## src/rtl/ccff_bitstream_loader.sv

```systemverilog
// Configuration-chain writer: takes bitstream words on a valid/ready stream and shifts them
// MSB-first into the ccff chain. An optional verify pass compares ccff_tail against the resent stream.
module ccff_bitstream_loader #(
  parameter int WORD_WIDTH = 32,
  parameter int CHAIN_LEN  = 4096,
  parameter int CNT_W      = $clog2(CHAIN_LEN + 1)
) (
  input  logic                  prog_clk,
  input  logic                  prog_reset_n,
  input  logic                  start,
  input  logic                  verify,
  input  logic                  abort,
  input  logic [WORD_WIDTH-1:0] word_data,
  input  logic                  word_valid,
  output logic                  word_ready,
  output logic                  ccff_head,
  input  logic                  ccff_tail,
  output logic                  ccff_shift_en,
  output logic                  busy,
  output logic                  done,
  output logic                  error,
  output logic [CNT_W-1:0]      bit_count,
  output logic [1:0]            dbg_state_o
);

  localparam int NWORDS = (CHAIN_LEN + WORD_WIDTH - 1) / WORD_WIDTH;
  localparam int WCNT_W = $clog2(NWORDS + 1);
  localparam int BL_W   = $clog2(WORD_WIDTH + 1);
  localparam int REM    = CHAIN_LEN % WORD_WIDTH;
  localparam logic [BL_W-1:0]   FULL_BITS    = BL_W'(WORD_WIDTH);
  localparam logic [BL_W-1:0]   LAST_BITS    = BL_W'((REM == 0) ? WORD_WIDTH : REM);
  localparam logic [WCNT_W-1:0] WORDS_MAX    = WCNT_W'(NWORDS);
  localparam logic [CNT_W-1:0]  LAST_BIT_IDX = CNT_W'(CHAIN_LEN - 1);

  typedef enum logic [1:0] {S_IDLE = 2'd0, S_RUN = 2'd1, S_FLUSH = 2'd2} state_t;

  // Handshake: a word transfers on a prog_clk edge where word_valid and word_ready are both 1;
  // word_ready depends only on registers, and the host must hold word_data until it transfers.
  state_t                state_q, state_d;
  logic [WORD_WIDTH-1:0] sreg_q, skid_q;
  logic [BL_W-1:0]       bits_left_q, skid_bits_q;
  logic                  skid_valid_q;
  logic [WCNT_W-1:0]     words_q;
  logic [CNT_W-1:0]      cnt_q;
  logic                  verify_q, error_q, done_q;

  logic start_ok, accept, last_shift, sreg_last, load, to_idle;

  assign start_ok   = (state_q == S_IDLE) && start && !abort;
  assign accept     = word_valid && word_ready;
  assign last_shift = ccff_shift_en && (cnt_q == LAST_BIT_IDX);
  // sreg is free for the next word once its last bit leaves on this edge
  assign sreg_last  = (bits_left_q == '0) || (ccff_shift_en && (bits_left_q == BL_W'(1)));
  assign load       = sreg_last && skid_valid_q;
  assign to_idle    = busy && (abort || last_shift);

  always_ff @(posedge prog_clk or negedge prog_reset_n) begin
    if (!prog_reset_n) state_q <= S_IDLE;
    else               state_q <= state_d;
  end

  always_comb begin
    state_d = state_q;
    case (state_q)
      S_IDLE:  if (start_ok) state_d = S_RUN;
      S_RUN: begin
        if (abort)                                            state_d = S_IDLE;
        else if (accept && (words_q == WORDS_MAX - WCNT_W'(1))) state_d = S_FLUSH;
      end
      S_FLUSH: if (abort || last_shift) state_d = S_IDLE;
      default: state_d = S_IDLE;
    endcase
  end

  always_comb begin
    busy          = (state_q != S_IDLE);
    word_ready    = (state_q == S_RUN) && !skid_valid_q && (words_q < WORDS_MAX);
    ccff_shift_en = busy && (bits_left_q != '0);
  end

  always_ff @(posedge prog_clk or negedge prog_reset_n) begin
    if (!prog_reset_n) begin
      sreg_q       <= '0;
      skid_q       <= '0;
      bits_left_q  <= '0;
      skid_bits_q  <= '0;
      skid_valid_q <= 1'b0;
      words_q      <= '0;
      cnt_q        <= '0;
      verify_q     <= 1'b0;
      error_q      <= 1'b0;
      done_q       <= 1'b0;
    end else begin
      done_q <= (state_q == S_FLUSH) && last_shift && !abort;
      if (start_ok) begin
        verify_q <= verify;
        error_q  <= 1'b0;
        cnt_q    <= '0;
        words_q  <= '0;
      end
      if (ccff_shift_en) begin
        sreg_q      <= sreg_q << 1;
        bits_left_q <= bits_left_q - BL_W'(1);
        cnt_q       <= cnt_q + CNT_W'(1);
        if (verify_q && (ccff_tail != ccff_head)) error_q <= 1'b1;
      end
      if (accept) begin
        skid_q       <= word_data;
        skid_valid_q <= 1'b1;
        skid_bits_q  <= (words_q == WORDS_MAX - WCNT_W'(1)) ? LAST_BITS : FULL_BITS;
        words_q      <= words_q + WCNT_W'(1);
      end
      if (load) begin
        sreg_q       <= skid_q;
        bits_left_q  <= skid_bits_q;
        skid_valid_q <= 1'b0;
      end
      // Leaving the pass drops any buffered data so the next pass starts clean
      if (to_idle) begin
        sreg_q       <= '0;
        bits_left_q  <= '0;
        skid_valid_q <= 1'b0;
      end
    end
  end

  assign ccff_head   = sreg_q[WORD_WIDTH-1];
  assign bit_count   = cnt_q;
  assign done        = done_q;
  assign error       = error_q;
  assign dbg_state_o = state_q;

endmodule

```

## config.mk

```make
export PLATFORM = sky130hd
export DESIGN_NAME = ccff_bitstream_loader
export DESIGN_NICKNAME = d
export VERILOG_FILES = /design/src/rtl/ccff_bitstream_loader.sv
export SDC_FILE = /design/constraint.sdc
export NUM_CORES = 1
export LEC_CHECK = 0
export BUFFER_PORTS_ARGS = -buffer_cell sky130_fd_sc_hd__clkbuf_2
export CORE_MARGIN = 2
export CORE_UTILIZATION = 50
export DETAILED_ROUTE_END_ITERATION = 6
export PLACE_DENSITY_LB_ADDON = 0.25
export SYNTH_ARGS = -nofsm -noshare
export SYNTH_HDL_FRONTEND = slang
export SYNTH_SLANG_ARGS = --single-unit
```

## constraint.sdc

```tcl
create_clock -name prog_clk -period 2.35 [get_ports prog_clk]
set_clock_uncertainty 0.15 [all_clocks]
set_input_delay 0.47 -clock prog_clk [delete_from_list [all_inputs] [get_ports prog_clk]]
set_output_delay 0.47 -clock prog_clk [all_outputs]
set_load 0.03 [all_outputs]
```

* After elaboration in Yosys (flattened, before gate mapping)
Index checks and enable logic that the tools add are counted.
** Storage, ports and cells
- Input bits :: 39
- Output and inout bits :: 21
- Bits in registers :: 98
- Logic and storage cells :: 72
** Cells by class
- Reductions and logical operators :: 27
- Magnitude comparators :: 1
- Add/sub/neg operators :: 3
- Eq/ne operators :: 9
- Multiplexer cells :: 21
** Operators with widths (number)
- 2-to-1 mux 32 bit :: 3
- 2-to-1 mux 13 bit :: 2
- 2-to-1 mux 6 bit :: 3
- 2-to-1 mux 8 bit :: 2
- logical AND 1 bit :: 14
- adder 13 x 1 -> 13 bit, second input constant :: 1
- equality test 13 x 12 -> 1 bit, second input constant :: 1
- adder 8 x 1 -> 8 bit, second input constant :: 1
- equality test 8 x 7 -> 1 bit, second input constant :: 1
- less-than comparator 8 bit, second input constant :: 1
- 2-to-1 mux 2 bit :: 4
- equality test 6 x 1 -> 1 bit, second input constant :: 1
- zero test 6 bit :: 1
- 2-to-1 mux 1 bit :: 6
- case mux 2 bit (3 select lines) :: 1
- nonzero test 2 bit :: 3
- nonzero test 3 bit :: 2
- nonzero test 6 bit :: 1
- subtractor 6 x 1 -> 6 bit, second input constant :: 1
- inequality test 2 bit, second input constant :: 2
- inequality test 3 bit, second input constant :: 1
- AND reduction 3 bit :: 1
- equality test 2 x 1 -> 1 bit, second input constant :: 1
- equality test 2 bit, second input constant :: 1
- 4 further kinds :: 6

* Logic depth before layout (Yosys ltp)
Gate-level depths: netlist of the first run.
- Depth in word-level cells :: 8
- Gate-level depth with buffers :: 8
- Gate-level depth less buffers :: 6

* Worst setup path after synthesis of the first run
OpenSTA, ideal clock, no wires.
- Path type :: reg2reg
- Start point :: reg state_q[1] (netlist: dbg_state_o[1])
- End point :: reg state_q[0] (netlist: dbg_state_o[0])
- Required time :: 2.082 ns
- Cell stages (with the launch flop) :: 5
- Slack :: -0.069 ns
- Arrival :: 2.151 ns
- Buffers on the path :: 0
- Setup time :: 0.118 ns
- Cell sequence :: dfrtp_1 -> nor4b_2 -> nand2_1 -> or3_1 -> a21o_1
** Between the ends
- Word-level cells in the longest chain between the ends :: 7
- Elaborated cells between the ends (all ways) :: 18
** Ends and longest elaborated chain
- start, declared :: line 39 : state_t state_q, state_d;
- start signal, assigned :: line 59 : else state_q <= state_d;
- equality test 2 x 1 -> 1 bit :: line 77 : word_ready = (state_q == S_RUN) && !skid_valid_q && (words_q < WORDS_MAX);
- logical AND 1 bit (2 in series) :: line 77
- named net word_ready :: line 15 : output logic word_ready,
- logical AND 1 bit :: line 50 : assign accept = word_valid && word_ready;
- logical AND 1 bit :: line 68 : else if (accept && (words_q == WORDS_MAX - WCNT_W'(1))) state_d = S_FLUSH;
- inequality test 3 bit (no source line)
- AND reduction 3 bit (no source line)
The timed path passes the listed nets, and every way through them passes these cells.
A chain may end at the register's enable or synchronous reset.

* Worst setup path after layout of the first run
- Start point :: reg bits_left_q[2]
- End point :: out ccff_shift_en
** Between the ends
- Word-level cells in the longest chain between the ends :: 2
** Ends and longest elaborated chain
- start, declared :: line 41 : logic [BL_W-1:0] bits_left_q, skid_bits_q;
- start signal, assigned :: line 103 : bits_left_q <= bits_left_q - BL_W'(1);
- start signal, assigned :: line 115 : bits_left_q <= skid_bits_q;
- nonzero test 6 bit :: line 78 : ccff_shift_en = busy && (bits_left_q != '0);
- logical AND 1 bit :: line 78
- end, declared :: line 18 : output logic ccff_shift_en,
Every way passes these cells.

==> results.cfg, run 1 <==
[placement]
dp_hpwl_mm = 6.13
port_buffers = 59
gp_congestion = 0.878
dp_slack_ns = 0.197

[clocking]
path_clk_slew_ns = 0.09
cts_sinks = 98
tritoncts = yes
cts-buffers-inserted = 9
cts-root-buf = clkbuf_8
cts_max_path_buffers = 2
clk_latency_ns = 0.35
htree_levels = 3

[power]
vdd_drop_max_mv = 0.474
total_power_mw = 5.77
cellPowerDensity_nw_per_um2 = 1080
p_leak_nw = 2.65

[worst_setup_path]
required_ns = 1.73
critPathMaxStageDelay_ns = 0.45
cp-start-kind = flip-flop
crit_arrival_ns = 1.66
timing.rr.end = bits_left_q[1]$_DFFE_PN0P_
reg2reg_depth = 6
critical_path_buf_inv_count = 2
crit_path_end_kind = output pin
path_depth = 4
path_cells = nor4_4 -> a21o_1 -> inv_2 -> buf_2
worstSetupPathType = flip-flop to output pin
worstPathMaxFanout = 11
critical_path.top_delay_family = flip-flops
cpMaxStageDelayCell = dfrtp_2
r2r_start = bits_left_q[2]$_DFFE_PN0P_
r2r_slack_ns = 0.24

[layout]
final_core_util_pct = 58.9
n_antenna_cell = 0
nNetsFinal = 566
synthToLayoutAreaGrowth_pct = 16.1
final.fill_count = 808
drive_above_1_share_pct = 21.3

[grt]
antenna_found_initial = 0
grt_usage_pct = 18.8
gr-total-overflow = 0
grt_pass1_vias = 3193
grt_pass1_wl_mm = 15.1
grt_max_degree = 66

[timing]
fin_crit_sh_pct = 97.0
hold_viol_final = 0
tightest_slew_ns = 0.418
tns_ns = 0
clock.fmax_mhz = 439
period_minus_slack_ns = 2.28
relSlewSlack_pct = 71.8
setup_viol = 0
setup_slack_ns = 0.0709
slew_violations = 0

[synthesis]
ys.flop_type = dfrtp_1
syn_nets = 503
postSynth.asyncResetShare_pct = 100
ys.warnings.count = 0
synth_cells = 460
yosys.area.top_type_share_pct = 53.3
synth_top_area_cell = dfrtp_1
yosys-top-cells-area = dfrtp_1, nand2_1, mux2i_1, a211oi_1, nor2_1
netlist_area_sq_um = 4600
yosys_register_bits = 98
synth-edff-count = 0
syn_avg_cell_area_sq_um = 10.0
synth_most_common_cell = nand2_1
synth_commonest_cells = nand2_1, dfrtp_1, nor2_1
synth-seq-area-share_pct = 53.3
ys_types = 46

[die]
die_w_microns = 100
io-pin-count = 60
die_h_microns = 100
design.core.area_sq_um = 9060
die_area_sq_um = 9990
row_count = 35
start_util_pct = 50.8

[run_status]
status = finished, final reports clean

[route]
vias_per_cell = 5.38
dr_total_vias = 3432
drt_first_iter_violations = 142
drt_pass1_iterations = 4
postRouteAntennaNets = 0
wl_mm = 8.88
wl_per_cell_microns = 13.9
drc = 0

[worst_hold_path]
min_path_type = input port to flip-flop
whs_path_depth = 3
hold_end = skid_q[4]$_DFFE_PN0P_
min-delay-start = word_data[4]

[run]
drv_cap = 0
==> worst min-delay path: cells and delay by family <==
family	cells	cell delay, ns
simple gates	2	0.08
buf+inv	1	0.07
==> worst max path at each step <==
stage                                           from                         end  slack [ns]
after CTS                 bits_left_q[4]$_DFFE_PN0P_               ccff_shift_en       0.009
after global routing      bits_left_q[2]$_DFFE_PN0P_               ccff_shift_en     -0.0006
after floorplan           dbg_state_o[1]$_DFFE_PN0P_               ccff_shift_en        0.15
after global placement    bits_left_q[2]$_DFFE_PN0P_  bits_left_q[1]$_DFFE_PN0P_        0.28
final                     bits_left_q[2]$_DFFE_PN0P_               ccff_shift_en        0.07
after detailed placement  bits_left_q[2]$_DFFE_PN0P_  bits_left_q[1]$_DFFE_PN0P_        0.20
==> sequential cells by signal, indices dropped and copies added, names as in the netlist, 2 cells and up <==
| signal | count |
|---|---|
| dbg_state_o | 2 |
| bit_count | 13 |
| words_q | 8 |
| skid_q | 32 |
| sreg_q | 32 |
| bits_left_q | 6 |
==> power by group <==
part           total [mW]  switching (mW)  internal [mW]
logic                1.87            1.03          0.839
registers            2.71           0.427           2.29
clock network        1.19           0.561          0.626
total                5.77            2.01           3.75
==> placed cells by master (no fill, tap or decap), types with 3 or more instances in the layout <==
cell type	n
a211oi_1	23
a211oi_2	10
a21o_1	8
a21oi_1	8
a31oi_1	4
buf_12	4
buf_4	15
clkbuf_2	57
clkbuf_8	10
dfrtp_1	96
ha_1	4
inv_1	4
mux2i_1	40
nand2_1	116
nand2b_1	3
nand3_1	14
nand4_1	4
nor2_1	43
nor3_1	11
nor3b_1	3
o21ai_0	3
xnor2_1	4
==> per-stage QoR <==
step                      hold slack [ns]  cell area, sq um  std cells
final                               0.145              5340        638
after global routing                0.134              5340        638
after CTS                           0.135              5330        637
after detailed placement            0.269              5100        621
after global placement              0.263              5100        621
after floorplan                    0.0244              4610        460
==> routing by layer <==
metal  vias up  track usage (%)  part of all wire (%)
met5         -                0                     0
li1       1725                -                     -
met2        60             31.6                    47
met4         0             5.90                   1.3
met1      1637             25.0                    49
met3        10             3.20                   2.9
==> layout make-up <==
type / instances / area [sq um] / share of cell area [%]
sequential: 98 / 2450 / 45.9
multi-input combinational: 331 / 2020 / 37.8
timing repair buffer: 78 / 493 / 9.23
clock buffer: 11 / 141 / 2.65
tap: 111 / 139 / 2.60
clock inverter: 4 / 76.3 / 1.43
inverter: 5 / 18.8 / 0.351
==> timing repair <==
action                                 CTS  global route
setup endpoints to repair                1             1
endpoints found under the hold margin   26             0
setup buffers                            0             1
gates resized for setup                  0             3
pin swaps                                1             1
hold buffers                             1             0
==> cells by family after synthesis <==
family                   count (synthesis)  share of synthesized area, %
AO/OA/AOI/OAI                           69                          12.2
XOR/XNOR                                 5                         0.951
adder cells (fa/ha/maj)                  4                          1.09
buffers and inverters                   31                          3.07
flip-flops                              98                          53.3
multiplexers                            42                          9.19
AND/OR/NAND/NOR                        211                          20.2
Note: power is estimated with default switching activity, not from simulation.
==> run 2, diff against run 1 <==
- CTS_BUF_LIST: default -> sky130_fd_sc_hd__clkbuf_8
==> results.cfg, run 2 (synthesis gave the netlist of run 1 again) <==
[run_status]
status = finished, final reports clean

[route]
vias_per_cell = 5.38
drt_pass1_iterations = 4
drt_first_iter_violations = 148
wl_per_cell_microns = 13.9
dr_total_vias = 3430
drc = 0
postRouteAntennaNets = 0
wl_mm = 8.88

[worst_setup_path]
worstSetupPathType = flip-flop to output pin
cpMaxStageDelayCell = dfrtp_2
critPathMaxStageDelay_ns = 0.45
crit_path_end_kind = output pin
required_ns = 1.73
cp-start-kind = flip-flop
worstPathMaxFanout = 11
crit_arrival_ns = 1.65
path_cells = nor4_4 -> a21o_1 -> inv_4 -> clkbuf_4

[timing]
clock.fmax_mhz = 441
rsz0062_at_grt = no
hold_viol_final = 0
setup_viol = 0
period_minus_slack_ns = 2.27
relSlewSlack_pct = 72.0
slew_violations = 0
holdWs_ns = 0.145
tightest_slew_ns = 0.414
tns_ns = 0
fin_crit_sh_pct = 96.6
setup_slack_ns = 0.0810

[layout]
fin_area_sq_um = 5350
nNetsFinal = 566
drive_above_1_share_pct = 21.3
final_common_cell = nand2_1
final_cells = 638
final.fill_count = 806
synthToLayoutAreaGrowth_pct = 16.2
final_core_util_pct = 59.0
n_antenna_cell = 0
final_cell_mix = nand2_1, dfrtp_1, clkbuf_2

[run]
drv_cap = 0

[clocking]
htree_levels = 3
tritoncts = yes
cts-buffers-inserted = 9
cts_sinks = 98
clk_latency_ns = 0.35
cts-root-buf = clkbuf_8
path_clk_slew_ns = 0.09
cts_max_path_buffers = 2

[die]
start_util_pct = 50.8
io-pin-count = 60
die_area_sq_um = 9990
die_h_microns = 100
design.core.area_sq_um = 9060
row_count = 35
die_w_microns = 100

[grt]
grt_max_degree = 66
gr-total-overflow = 0
grt_pass1_wl_mm = 15.1
grt_usage_pct = 18.8
antenna_found_initial = 0
grt_pass1_vias = 3193

[placement]
dp.cells = 621
dp_hpwl_mm = 6.13
dp_slack_ns = 0.197
port_buffers = 59
gp_congestion = 0.878
dpl_cell_area_sq_um = 5100

[worst_hold_path]
min_path_type = input port to flip-flop

[power]
total_power_mw = 5.77
vdd_drop_max_mv = 0.474
p_leak_nw = 2.65
cellPowerDensity_nw_per_um2 = 1080
-- run 2: timing repair --
action,CTS,global route
hold buffers,1,0
resized for setup,0,5
pin swaps,1,2
endpoints found under the setup margin,1,1
buffers inserted,0,1
hold endpoints to repair,26,0
-- run 2: final cells by class --
cell class / instances / area, sq um / area share [%]
Clock inverter: 5 / 80.1 / 1.50
Multi-Input combinational cell: 331 / 2020 / 37.8
Inverter: 5 / 21.3 / 0.398
Tap cell: 111 / 139 / 2.60
Clock buffer: 10 / 138 / 2.57
Timing Repair Buffer: 78 / 495 / 9.27
Sequential cell: 98 / 2450 / 45.9
-- run 2: final timing paths --
path                                       startpoint                    endpoint  slack [ns]  depth (start not counted)
min in group asynchronous                prog_reset_n      words_q[4]$_DFFE_PN0P_        0.43                          2
setup reg to reg           bits_left_q[2]$_DFFE_PN0P_  bits_left_q[1]$_DFFE_PN0P_        0.25                          6
hold / removal                           word_data[4]       skid_q[4]$_DFFE_PN0P_        0.15                          3
setup / recovery           bits_left_q[2]$_DFFE_PN0P_               ccff_shift_en        0.08                          4
max in group asynchronous                prog_reset_n  bits_left_q[2]$_DFFE_PN0P_        1.00                          3
hold reg to reg            skid_bits_q[5]$_DFFE_PN0P_  skid_bits_q[5]$_DFFE_PN0P_        0.33                          1
-- run 2: power by group --
part           internal [mW]  switching [mW]  leakage [nW]  total (mW)
Sequential              2.29           0.427          1.27        2.71
Clock                  0.622           0.561         0.110        1.18
Combinational          0.843            1.03          1.27        1.87
Total                   3.75            2.01          2.65        5.77
-- run 2: worst max-delay path, delay by kind of cell, from the launching register on --
family,cells,cell delay [ns]
buffers and inverters,2,0.28
AOI/OAI and AO/OA,1,0.22
DFF,1,0.45
and+or+nand+nor,1,0.35
-- run 2: routing by layer --
layer  share of wire [%]  vias to the layer above  track usage (%)
li1                    -                     1722                -
met1                  48                     1639             25.0
met2                  47                       59             31.6
met3                 2.9                       10             3.20
met4                 1.3                        0             5.90
met5                   0                        -                0
